### config.mk
export PLATFORM = sky130hd
export DESIGN_NAME = tan_cordic
export DESIGN_NICKNAME = d
export VERILOG_FILES = /design/src/rtl/tan_cordic.sv
export SDC_FILE = /design/constraint.sdc
export NUM_CORES = 1
export LEC_CHECK = 0
export BUFFER_PORTS_ARGS = -buffer_cell sky130_fd_sc_hd__buf_2
export CAP_MARGIN = 20
export CORE_MARGIN = 2
export CORE_UTILIZATION = 40
export DETAILED_ROUTE_END_ITERATION = 6
export PLACE_DENSITY = 0.65
export SLEW_MARGIN = 20
export SYNTH_ARGS = -nofsm -noshare
export SYNTH_HDL_FRONTEND = slang
export SYNTH_SLANG_ARGS = --single-unit
### constraint.sdc
create_clock -name clk -period 24.1 [get_ports clk]
set_input_delay 2.41 -clock clk [delete_from_list [all_inputs] [get_ports clk]]
set_output_delay 2.41 -clock clk [all_outputs]
set_load 0.02 [all_outputs]
### src/rtl/tan_cordic.sv
// Iterative tangent: CORDIC rotation for sin/cos, then a restoring divider.
// Angle in unsigned Q16.16 degrees, result in sign-magnitude Q15.16.
module tan_cordic #(
  parameter int K        = 39796,
  parameter int ITER     = 20,
  parameter int DIV_BITS = 48
) (
  input  logic        clk,
  input  logic        rst,
  input  logic        start,
  input  logic [31:0] xita,
  output logic        busy,
  output logic        valid,
  output logic [31:0] tan,
  output logic        warn
);

  // x/y carry 13 extra fraction bits; the quotient only sees their ratio
  localparam int GB = 13;
  localparam logic signed [31:0] X0 = 32'(K) <<< GB;
  localparam logic [31:0] DEG90  = 32'h005A_0000;
  localparam logic [31:0] DEG180 = 32'h00B4_0000;
  localparam logic [5:0]  ROT_LAST = 6'(ITER - 1);
  localparam logic [5:0]  DIV_LAST = 6'(DIV_BITS);

  typedef enum logic [1:0] {
    IDLE,
    ROT,
    DIV,
    DONE
  } state_t;

  state_t state, state_nxt;

  logic [5:0]         cnt;
  logic signed [31:0] x, y, z;
  logic               neg, f_rng, f_zero, f_inf;
  logic [47:0]        dvd;
  logic [31:0]        dvs;
  logic [31:0]        rem;

  logic [31:0]        z_fold;
  logic signed [31:0] xs, ys, atan_i;
  logic [32:0]        rem_sh, rem_sub;
  logic               q_bit;
  logic [31:0]        res_tan;
  logic               res_warn;

  function automatic logic signed [31:0] atan_rom(input logic [4:0] i);
    case (i)
      5'd0:    atan_rom = 32'h002D_0000;
      5'd1:    atan_rom = 32'h001A_90A7;
      5'd2:    atan_rom = 32'h000E_0947;
      5'd3:    atan_rom = 32'h0007_2001;
      5'd4:    atan_rom = 32'h0003_938B;
      5'd5:    atan_rom = 32'h0001_CA38;
      5'd6:    atan_rom = 32'h0000_E52A;
      5'd7:    atan_rom = 32'h0000_7297;
      5'd8:    atan_rom = 32'h0000_394C;
      5'd9:    atan_rom = 32'h0000_1CA6;
      5'd10:   atan_rom = 32'h0000_0E53;
      5'd11:   atan_rom = 32'h0000_0729;
      5'd12:   atan_rom = 32'h0000_0395;
      5'd13:   atan_rom = 32'h0000_01CA;
      5'd14:   atan_rom = 32'h0000_00E5;
      5'd15:   atan_rom = 32'h0000_0073;
      5'd16:   atan_rom = 32'h0000_0039;
      5'd17:   atan_rom = 32'h0000_001D;
      5'd18:   atan_rom = 32'h0000_000E;
      5'd19:   atan_rom = 32'h0000_0007;
      default: atan_rom = 32'h0000_0000;
    endcase
  endfunction

  assign z_fold  = (xita > DEG90) ? DEG180 - xita : xita;
  assign xs      = x >>> cnt[4:0];
  assign ys      = y >>> cnt[4:0];
  assign atan_i  = atan_rom(cnt[4:0]);
  assign rem_sh  = {rem, dvd[47]};
  assign rem_sub = rem_sh - {1'b0, dvs};
  assign q_bit   = ~rem_sub[32];
  assign busy    = (state != IDLE);

  always_ff @(posedge clk or posedge rst) begin
    if (rst) state <= IDLE;
    else     state <= state_nxt;
  end

  always_comb begin
    state_nxt = state;
    unique case (state)
      IDLE: if (start) state_nxt = ROT;
      ROT:  if (cnt == ROT_LAST) state_nxt = DIV;
      DIV:  if (cnt == DIV_LAST) state_nxt = DONE;
      DONE: state_nxt = IDLE;
    endcase
  end

  always_comb begin
    res_tan  = 32'h0;
    res_warn = 1'b0;
    if (f_rng) begin
      res_warn = 1'b1;
    end else if (f_zero) begin
      res_warn = 1'b0;
    end else if (f_inf || dvs == 32'h0 || |dvd[47:31]) begin
      res_tan  = {neg, 31'h7FFF_FFFF};
      res_warn = 1'b1;
    end else begin
      res_tan = {neg & |dvd[30:0], dvd[30:0]};
    end
  end

  always_ff @(posedge clk or posedge rst) begin
    if (rst) begin
      cnt    <= '0;
      x      <= '0;
      y      <= '0;
      z      <= '0;
      neg    <= 1'b0;
      f_rng  <= 1'b0;
      f_zero <= 1'b0;
      f_inf  <= 1'b0;
      dvd    <= '0;
      dvs    <= '0;
      rem    <= '0;
      valid  <= 1'b0;
      tan    <= '0;
      warn   <= 1'b0;
    end else begin
      valid <= 1'b0;
      unique case (state)
        IDLE: begin
          if (start) begin
            x      <= X0;
            y      <= '0;
            z      <= signed'(z_fold);
            neg    <= (xita > DEG90);
            f_rng  <= (xita >= DEG180);
            f_zero <= (xita == 32'h0) || (z_fold == 32'h0);
            f_inf  <= (xita == DEG90);
            cnt    <= '0;
          end
        end
        ROT: begin
          if (z[31]) begin
            x <= x + ys;
            y <= y - xs;
            z <= z + atan_i;
          end else begin
            x <= x - ys;
            y <= y + xs;
            z <= z - atan_i;
          end
          cnt <= (cnt == ROT_LAST) ? 6'd0 : cnt + 6'd1;
        end
        DIV: begin
          // first DIV cycle latches the clamped operands
          if (cnt == 6'd0) begin
            dvd <= {(y[31] ? 32'h0 : y), 16'h0};
            dvs <= x[31] ? 32'h0 : x;
            rem <= '0;
          end else begin
            rem <= q_bit ? rem_sub[31:0] : rem_sh[31:0];
            dvd <= {dvd[46:0], q_bit};
          end
          cnt <= cnt + 6'd1;
        end
        DONE: begin
          tan   <= res_tan;
          warn  <= res_warn;
          valid <= 1'b1;
        end
      endcase
    end
  end

endmodule

==> results of run 1 <==
[power by group through the flow]
stage	Combinational, mW	Sequential (mW)	Clock (mW)
2_1_floorplan	2.00	0.725	0
6_report	2.46	0.870	0.499
3_5_place_dp	2.42	0.865	0
5_1_grt	2.74	0.882	0.527
3_3_place_gp	2.41	0.863	0
4_1_cts	2.43	0.857	0.508
[layer usage]
metal	routed length, um	vias up	global-route usage [%]
li1	-	10761	-
met1	32000	10698	30.8
met2	32600	867	36.4
met3	6030	201	4.83
met4	3300	0	8.36
met5	0	-	0
[kinds of logic (layout without fill, tap and decap cells)]
group / after synthesis / after routing / synth area share [%]
simple gates: 939 / 939 / 18.6
xor+xnor: 203 / 203 / 7.39
fa+ha+maj: 151 / 151 / 7.98
buf+inv: 346 / 329 / 5.83
flops: 253 / 253 / 26.3
mux: 152 / 152 / 9.99
compound gates: 927 / 927 / 23.9
[sequential cells by signal, summed over array words and instances, names as in the netlist, 2 cells and up]
name   cells
z         32
x         32
dvd       48
cnt        6
tan       32
state      2
dvs       31
rem       32
y         32
[metrics by stage]
| step | std cells | util, % | instance area, um^2 | total power, mW | hold WS [ns] |
|---|---|---|---|---|---|
| 6_report | 3727 | 43.9 | 26000 | 3.83 | 0.488 |
| 5_1_grt | 3727 | 43.9 | 26000 | 4.14 | 0.520 |
| 4_1_cts | 3727 | 43.9 | 26000 | 3.80 | 0.490 |
| 3_5_place_dp | 3670 | 42.1 | 24900 | 3.28 | 0.477 |
| 3_3_place_gp | 3670 | 42.1 | 24900 | 3.27 | 0.468 |
| 2_1_floorplan | 2971 | - | 24100 | 2.73 | 0.450 |
[cells in the mapped netlist, types with 10 or more instances]
master / number / area, um^2
and2_1: 16 / 100
dfrtp_1: 253 / 6330
o31a_1: 10 / 87.6
xnor2_1: 119 / 1040
a22oi_1: 11 / 82.6
o21ai_0: 208 / 1040
or3_1: 19 / 119
a21oi_1: 301 / 1510
o211ai_1: 12 / 90.1
o22ai_1: 86 / 538
mux4_2: 69 / 1550
nand4_1: 24 / 150
clkbuf_1: 125 / 469
nor2_1: 284 / 1070
o21a_1: 24 / 180
nand2b_1: 34 / 213
or2_2: 19 / 119
o31ai_1: 20 / 150
o21bai_1: 15 / 113
nand3_1: 67 / 335
buf_2: 20 / 100
and3_1: 43 / 269
inv_1: 167 / 627
xor2_1: 84 / 736
mux2_2: 14 / 158
nor4_1: 32 / 200
a31oi_1: 31 / 194
buf_1: 21 / 78.8
mux2i_1: 69 / 691
nand2_1: 278 / 1040
nor2b_1: 24 / 150
a221oi_1: 10 / 87.6
o41ai_1: 15 / 131
a211oi_1: 27 / 203
nor3_1: 57 / 285
a21o_1: 47 / 353
ha_1: 147 / 1840
[area by class of cell]
class                      instances  area, um^2  share of cell area, %
multi-input combinational       2372       16400                   62.9
sequential                       253        6340                   24.4
tap                              773         967                   3.71
clock buffer                      44         925                   3.55
inverter                         169         642                   2.47
timing repair buffer             103         617                   2.37
clock inverter                    13         166                  0.639
[worst max-delay path: stages, from the launching register on]
cell and delay [ns]:
dfrtp_2 0.54, buf_4 0.71, inv_1 0.58, ha_1 0.58, nor2b_1 0.29, o32ai_1 0.19, a221oi_1 0.34, nand2_1 0.13
nor2_1 0.15, nand2_1 0.10, or3_1 0.41, nor4_1 0.40, o21a_1 0.31, a21oi_1 0.17, xor2_1 0.21, ha_1 0.35
and2_1 0.20, nand3b_1 0.10, inv_1 0.05, a21oi_1 0.12, o21ai_0 0.13, o41ai_1 0.57, o21ba_2 0.22, xor2_1 0.16
nand2_1 0.07, a31o_2 0.27
[path summary, 6_finish.rpt]
path                                          from             endpoint  cells after the start
worst min-delay path               neg$_DFFE_PP0P_      neg$_DFFE_PP0P_                      2
worst min register to register     neg$_DFFE_PP0P_      neg$_DFFE_PP0P_                      2
max in group asynchronous                      rst   dvs[6]$_DFFE_PP0P_                      3
min in group asynchronous                      rst  dvd[39]$_DFFE_PP0P_                      2
worst max-delay path            cnt[1]$_DFFE_PP0P_    z[24]$_DFFE_PP0P_                     25
worst max register to register  cnt[1]$_DFFE_PP0P_    z[24]$_DFFE_PP0P_                     25
==> metrics.md, run 1 <==
| Metric | Value |
|---|---|
| Die footprint | `62,100 um^2` |
| Peak VDD IR | `0.0000667 V` |
| Initial cell density of the core | `40.6%` |
| Area of the mapped netlist | `24,100 um^2` |
| Clock tree from TritonCTS | `yes` |
| Failing checks | `DRC` |
| Slew of the pin with the lowest slew margin | `1.03 ns` |
| Mapped Avg Cell Area | `8.10 um^2` |
| Horiz. Die Dim | `249 um` |
| Sequential power share | `22.7%` |
| Number of nets produced by synthesis | `3,157` |
| Vertical die dimension | `249 um` |
| Total DRC errors in the routed layout | `49` |
| Initial DRC count | `2,365` |
| Reg2Reg Setup Slack | `16.62 ns` |
| DR vias/cell | `6.04` |
| Number of synthesized register bits | `253` |
| Commonest non-fill, non-tap cell in the layout | `a21oi_1` |
| Number of buffers on the longest clock path | `3` |
| Number of flops mapped to enable cells by yosys | `0` |
| Detailed Place HPWL | `53.2 mm` |
| Worst-Skew Late Latency | `0.62 ns` |
| IO buf count | `69` |
| Master cell of the clock root buffer | `clkbuf_16` |
| Critical path start-end classification | `reg2reg` |
| Relative slew slack | `30.5%` |
| Routed wirelength normalized by instance count | `19.8 um` |
| Total Routing Usage GR | `23.0%` |
| Category of the worst setup path capture point | `flip-flop` |
| DRT antenna net count | `0` |
| Share of power burned in the clock network | `13.0%` |
| MaxCap Viol Count | `0` |
| First-pass GRT wire length | `117 mm` |
| Final WL | `73.9 mm` |
| Switching power as a share of total power | `47.9%` |
| WP data arrival | `7.98 ns` |
| Combinational group share of total power | `64.2%` |
| Yosys warns | `0` |
| Fraction of layout cells with a size suffix above 1 | `10.4%` |
| Number of buffers created by CTS | `31` |
| Final-report hold violation count | `0` |
| Post-Place Setup Slack | `16.70 ns` |
| Total of cells resized after clock tree synthesis | `0` |
| Number of global-route vias before repair | `21.0k` |
| Filler Cells Inserted | `5,934` |
| Most used cells in the layout excluding fill and tap cells | `300 x a21oi_1, 283 x nor2_1, 278 x nand2_1` |
| Worst-path fanout max | `67` |
| CTS Hold Bufs | `0` |
| Final weighted congestion of routability-driven global placement | `1.03` |
| Setup Buffers After CTS | `0` |
| Sinks on Clock Net | `253` |
| CP Launch Type | `flip-flop` |
| Reg clk slew, reported paths | `0.06 ns` |
| Setup violations, final | `0` |
| Fraction of the yosys area taken by sequential cells | `26.3%` |
| Boundary Pins | `70` |
| Static Leak | `11.5 nW` |
| Largest net degree at the start of global routing | `133` |
| Antenna Diode Count | `0` |
| H-tree levels | `1` |
| Via total after detailed routing | `22.5k` |
| Power per cell area | `147 nW/um^2` |
| Row Count | `89` |
| Top_reg_cell synth | `dfrtp_1` |
| Final period demand of the worst path | `7.48 ns` |
| Classification of the worst-slack hold path | `reg2reg` |
| CORE AREA | `59,200 um^2` |
| Library cells used by synthesis | `93` |
| # nets final | `3,116` |
| Switching power | `1.83 mW` |
| Tcrit/Tclk final | `31.0%` |
| Post-layout worst setup margin | `16.62 ns` |
| Cells after Synth | `2,971` |
| Antenna violations before repair | `0` |
| Max Transition Viols Final | `0` |
| Share of synthesized flip-flops with an asynchronous set or reset | `100%` |
| Run status | `finished, violations left` |
| Fmax | `134 MHz` |
| Area delta synth->final | `8.25%` |
| Final Skew | `0.0292 ns` |
| Internal Dissipation | `2.00 mW` |
| Overall overflow remaining after global route | `0` |
| RSZ-0062 raised after global routing | `no` |
| Total negative slack | `0 ns` |
| DR pass1 iterations | `7` |
| Worst Path Required | `24.60 ns` |
Note: power is estimated with default switching activity, not from simulation.
==> run 2, diff against run 1 <==
--- a/config.mk
+++ b/config.mk
@@ -5,12 +5,13 @@
 export SDC_FILE = /design/constraint.sdc
 export NUM_CORES = 1
 export LEC_CHECK = 0
+export ABC_AREA = 1
 export BUFFER_PORTS_ARGS = -buffer_cell sky130_fd_sc_hd__buf_2
 export CAP_MARGIN = 20
 export CORE_MARGIN = 2
 export CORE_UTILIZATION = 40
 export DETAILED_ROUTE_END_ITERATION = 6
-export PLACE_DENSITY = 0.65
+export PLACE_DENSITY = 0.67
 export SLEW_MARGIN = 20
 export SYNTH_ARGS = -nofsm -noshare
 export SYNTH_HDL_FRONTEND = slang
==> constraint.sdc (replaced) <==
create_clock -name clk -period 6.87 [get_ports clk]
set_input_delay 0.687 -clock clk [delete_from_list [all_inputs] [get_ports clk]]
set_output_delay 0.687 -clock clk [all_outputs]
set_load 0.02 [all_outputs]
==> metrics.md, run 2 <==
| Metric | Value |
|---|---|
| Category of the worst setup path capture point | `flip-flop` |
| Share of synthesized flip-flops with an asynchronous set or reset | `100%` |
| Filler Cells Inserted | `6,497` |
| Run status | `finished, final reports clean` |
| Cell type contributing the most total cell area after synthesis | `dfrtp_1` |
| Number of flops mapped to enable cells by yosys | `0` |
| Sinks on Clock Net | `253` |
| Most used standard cell by instance count after synthesis | `nand2_1` |
| IO buf count | `69` |
| Library cells used by synthesis | `55` |
| Relative slew slack | `25.2%` |
| Peak VDD IR | `0.000243 V` |
| Commonest non-fill, non-tap cell in the layout | `nand2_1` |
| Detailed Place HPWL | `59.5 mm` |
| Setup violations, final | `0` |
| Area of placed instances | `25,500 um^2` |
| Antenna Diode Count | `0` |
| Critical path start-end classification | `reg2reg` |
| Final non-filler cell area | `26,500 um^2` |
| Number of synthesized register bits | `253` |
| Largest net degree at the start of global routing | `132` |
| Die footprint | `63,500 um^2` |
| PnR Total Power | `15.3 mW` |
| Met3 usage in global routing | `2.22%` |
| Max Transition Viols Final | `0` |
| Fraction of met2 tracks used by global routing | `41.6%` |
| Total Routing Usage GR | `24.5%` |
| Tcrit/Tclk final | `81.3%` |
| Proportion of netlist area held by the largest area contributor | `25.7%` |
| CORE AREA | `60,600 um^2` |
| Post-Place Setup Slack | `1.33 ns` |
| Clock tree from TritonCTS | `yes` |
| Number of global-route vias before repair | `24.2k` |
| Overall overflow remaining after global route | `0` |
| Top_reg_cell synth | `dfrtp_1` |
| Mapped Avg Cell Area | `6.25 um^2` |
| Power per cell area | `576 nW/um^2` |
| Most used cells in the layout excluding fill and tap cells | `1,182 x nand2_1, 456 x nand3_1, 448 x inv_1` |
| Cells after Synth | `3,939` |
| Met1 track demand over resource in global routing | `33.1%` |
| # nets final | `4,106` |
| Routed wirelength normalized by instance count | `16.6 um` |
| Final weighted congestion of routability-driven global placement | `0.988` |
| Hold_ws | `0.0200 ns` |
| CTS Hold Bufs | `0` |
| Initial DRC count | `2,095` |
| Worst Path Required | `7.36 ns` |
| Worst-Skew Late Latency | `0.62 ns` |
| Routing layer with the top usage in global route | `met2` |
| Final WL | `78.3 mm` |
| Master cell of the clock root buffer | `clkbuf_16` |
| Horiz. Die Dim | `252 um` |
| Area delta synth->final | `7.83%` |
| Total DRC errors in the routed layout | `0` |
| Classification of the worst-slack hold path | `in2async` |
| Number of nets produced by synthesis | `4,125` |
| Finished Core Util | `43.8%` |
| Fraction of layout cells with a size suffix above 1 | `5.71%` |
| Total of cells resized after clock tree synthesis | `0` |
| Initial cell density of the core | `40.6%` |
| Leading post-synthesis cells by cell area | `dfrtp_1 26%, nand2_1 18%, nand3_1 9.3%` |
| Post-layout worst setup margin | `1.28 ns` |
| H-tree levels | `1` |
| First-pass GRT wire length | `127 mm` |
| Final Skew | `0.0271 ns` |
| CP Launch Type | `flip-flop` |
| Final instance count without filler cells | `4,725` |
| Total negative slack | `0 ns` |
| Fraction of the yosys area taken by sequential cells | `25.7%` |
| DR vias/cell | `5.46` |
| Cell count after placement | `4,669` |
| Number of buffers on the longest clock path | `3` |
| Reg with most FFs | `dvd` |
| Leading cell types by count after synthesis | `1,183 x nand2_1, 456 x nand3_1, 451 x inv_1` |
| Fmax | `179 MHz` |
| Vertical die dimension | `252 um` |
| Area of the mapped netlist | `24,600 um^2` |
| DRT antenna net count | `0` |
| Reg2Reg Setup Slack | `1.28 ns` |
| Flip-flop count of the largest register after layout | `48` |
| Number of buffers created by CTS | `31` |
| Via total after detailed routing | `25.8k` |
| Setup Buffers After CTS | `0` |
| Yosys warns | `0` |
| Final period demand of the worst path | `5.59 ns` |
| MaxCap Viol Count | `0` |
| Static Leak | `13.7 nW` |
| Boundary Pins | `70` |
| Reg clk slew, reported paths | `0.06 ns` |
| Antenna violations before repair | `2` |
| Final-report hold violation count | `0` |
| WP data arrival | `6.07 ns` |
| Worst-path fanout max | `32` |
| RSZ-0062 raised after global routing | `no` |
| Row Count | `90` |
| Slew of the pin with the lowest slew margin | `1.12 ns` |
| DR pass1 iterations | `6` |
-- run 2: cell types whose count changed after synthesis, moves of 69 or more --
cell     delta
mux4_2     -69
inv_1     +284
o21ai_0    +81
a21oi_1    -85
nand3_1   +389
nand2_1   +905
-- run 2: path summary, 6_finish.rpt --
kind / depth (start not counted) / start / end
worst max-delay path: 27 / cnt[1]$_DFFE_PP0P_ / x[29]$_DFFE_PP0P_
worst min-delay path: 2 / rst / rem[31]$_DFFE_PP0P_
worst max register to register: 27 / cnt[1]$_DFFE_PP0P_ / x[29]$_DFFE_PP0P_
worst min register to register: 2 / tan[12]$_DFFE_PP0P_ / tan[12]$_DFFE_PP0P_
min in group clk: 3 / xita[23] / f_rng$_DFFE_PP0P_
max in group asynchronous: 4 / rst / z[24]$_DFFE_PP0P_
-- run 2: per-layer routing --
layer  vias up  share of wire (%)
met1     11962                 45
li1      12946                  -
met2       778                 47
met3       126                5.9
met5         -                  0
met4         0                2.7
-- run 2: where the power goes --
part,switching [mW],internal (mW),leakage [nW]
logic,7.09,3.73,10.1
clock network,0.704,0.977,0.494
registers,0.728,2.06,3.09
-- run 2: layout make-up --
class	instances	area, um^2	share of cell area, %
Timing Repair Buffer	99	583	2.20
Clock buffer	42	847	3.19
Tap cell	782	978	3.69
Multi-Input combinational cell	3071	15900	59.8
Inverter	464	1750	6.59
Clock inverter	14	179	0.674
Sequential cell	253	6330	23.9
-- run 2: cell families (layout without fill, tap and decap cells) --
| kind of cell | after synthesis | after routing | synth area share (%) |
|---|---|---|---|
| buffers and inverters | 615 | 619 | 9.92 |
| AO/OA/AOI/OAI | 700 | 700 | 16.1 |
| AND/OR/NAND/NOR | 2086 | 2086 | 35.7 |
| adder cells (fa/ha/maj) | 151 | 151 | 7.80 |
| multiplexers | 1 | 1 | 0.0407 |
| XOR/XNOR | 133 | 133 | 4.73 |
| flip-flops | 253 | 253 | 25.7 |
-- run 2: worst max-delay path: stages, from the launching register on --
cell	delay, ns
dfrtp_2	0.76
clkinv_1	0.42
buf_4	0.31
nand3_1	0.16
nand3_1	0.13
nand2_1	0.10
nand2_1	0.06
nand3_1	0.12
nand2_1	0.11
inv_1	0.09
nand4_1	0.19
nor2_1	0.19
nand2_1	0.08
o21ai_0	0.20
xor2_1	0.17
inv_1	0.07
ha_1	0.37
nand2_1	0.13
nor2_1	0.17
nand2_1	0.07
o21ai_0	0.59
nand2_1	0.12
nand2_1	0.11
inv_1	0.06
o21ai_0	0.28
nand2_1	0.13
a21oi_1	0.15
o21ai_0	0.10
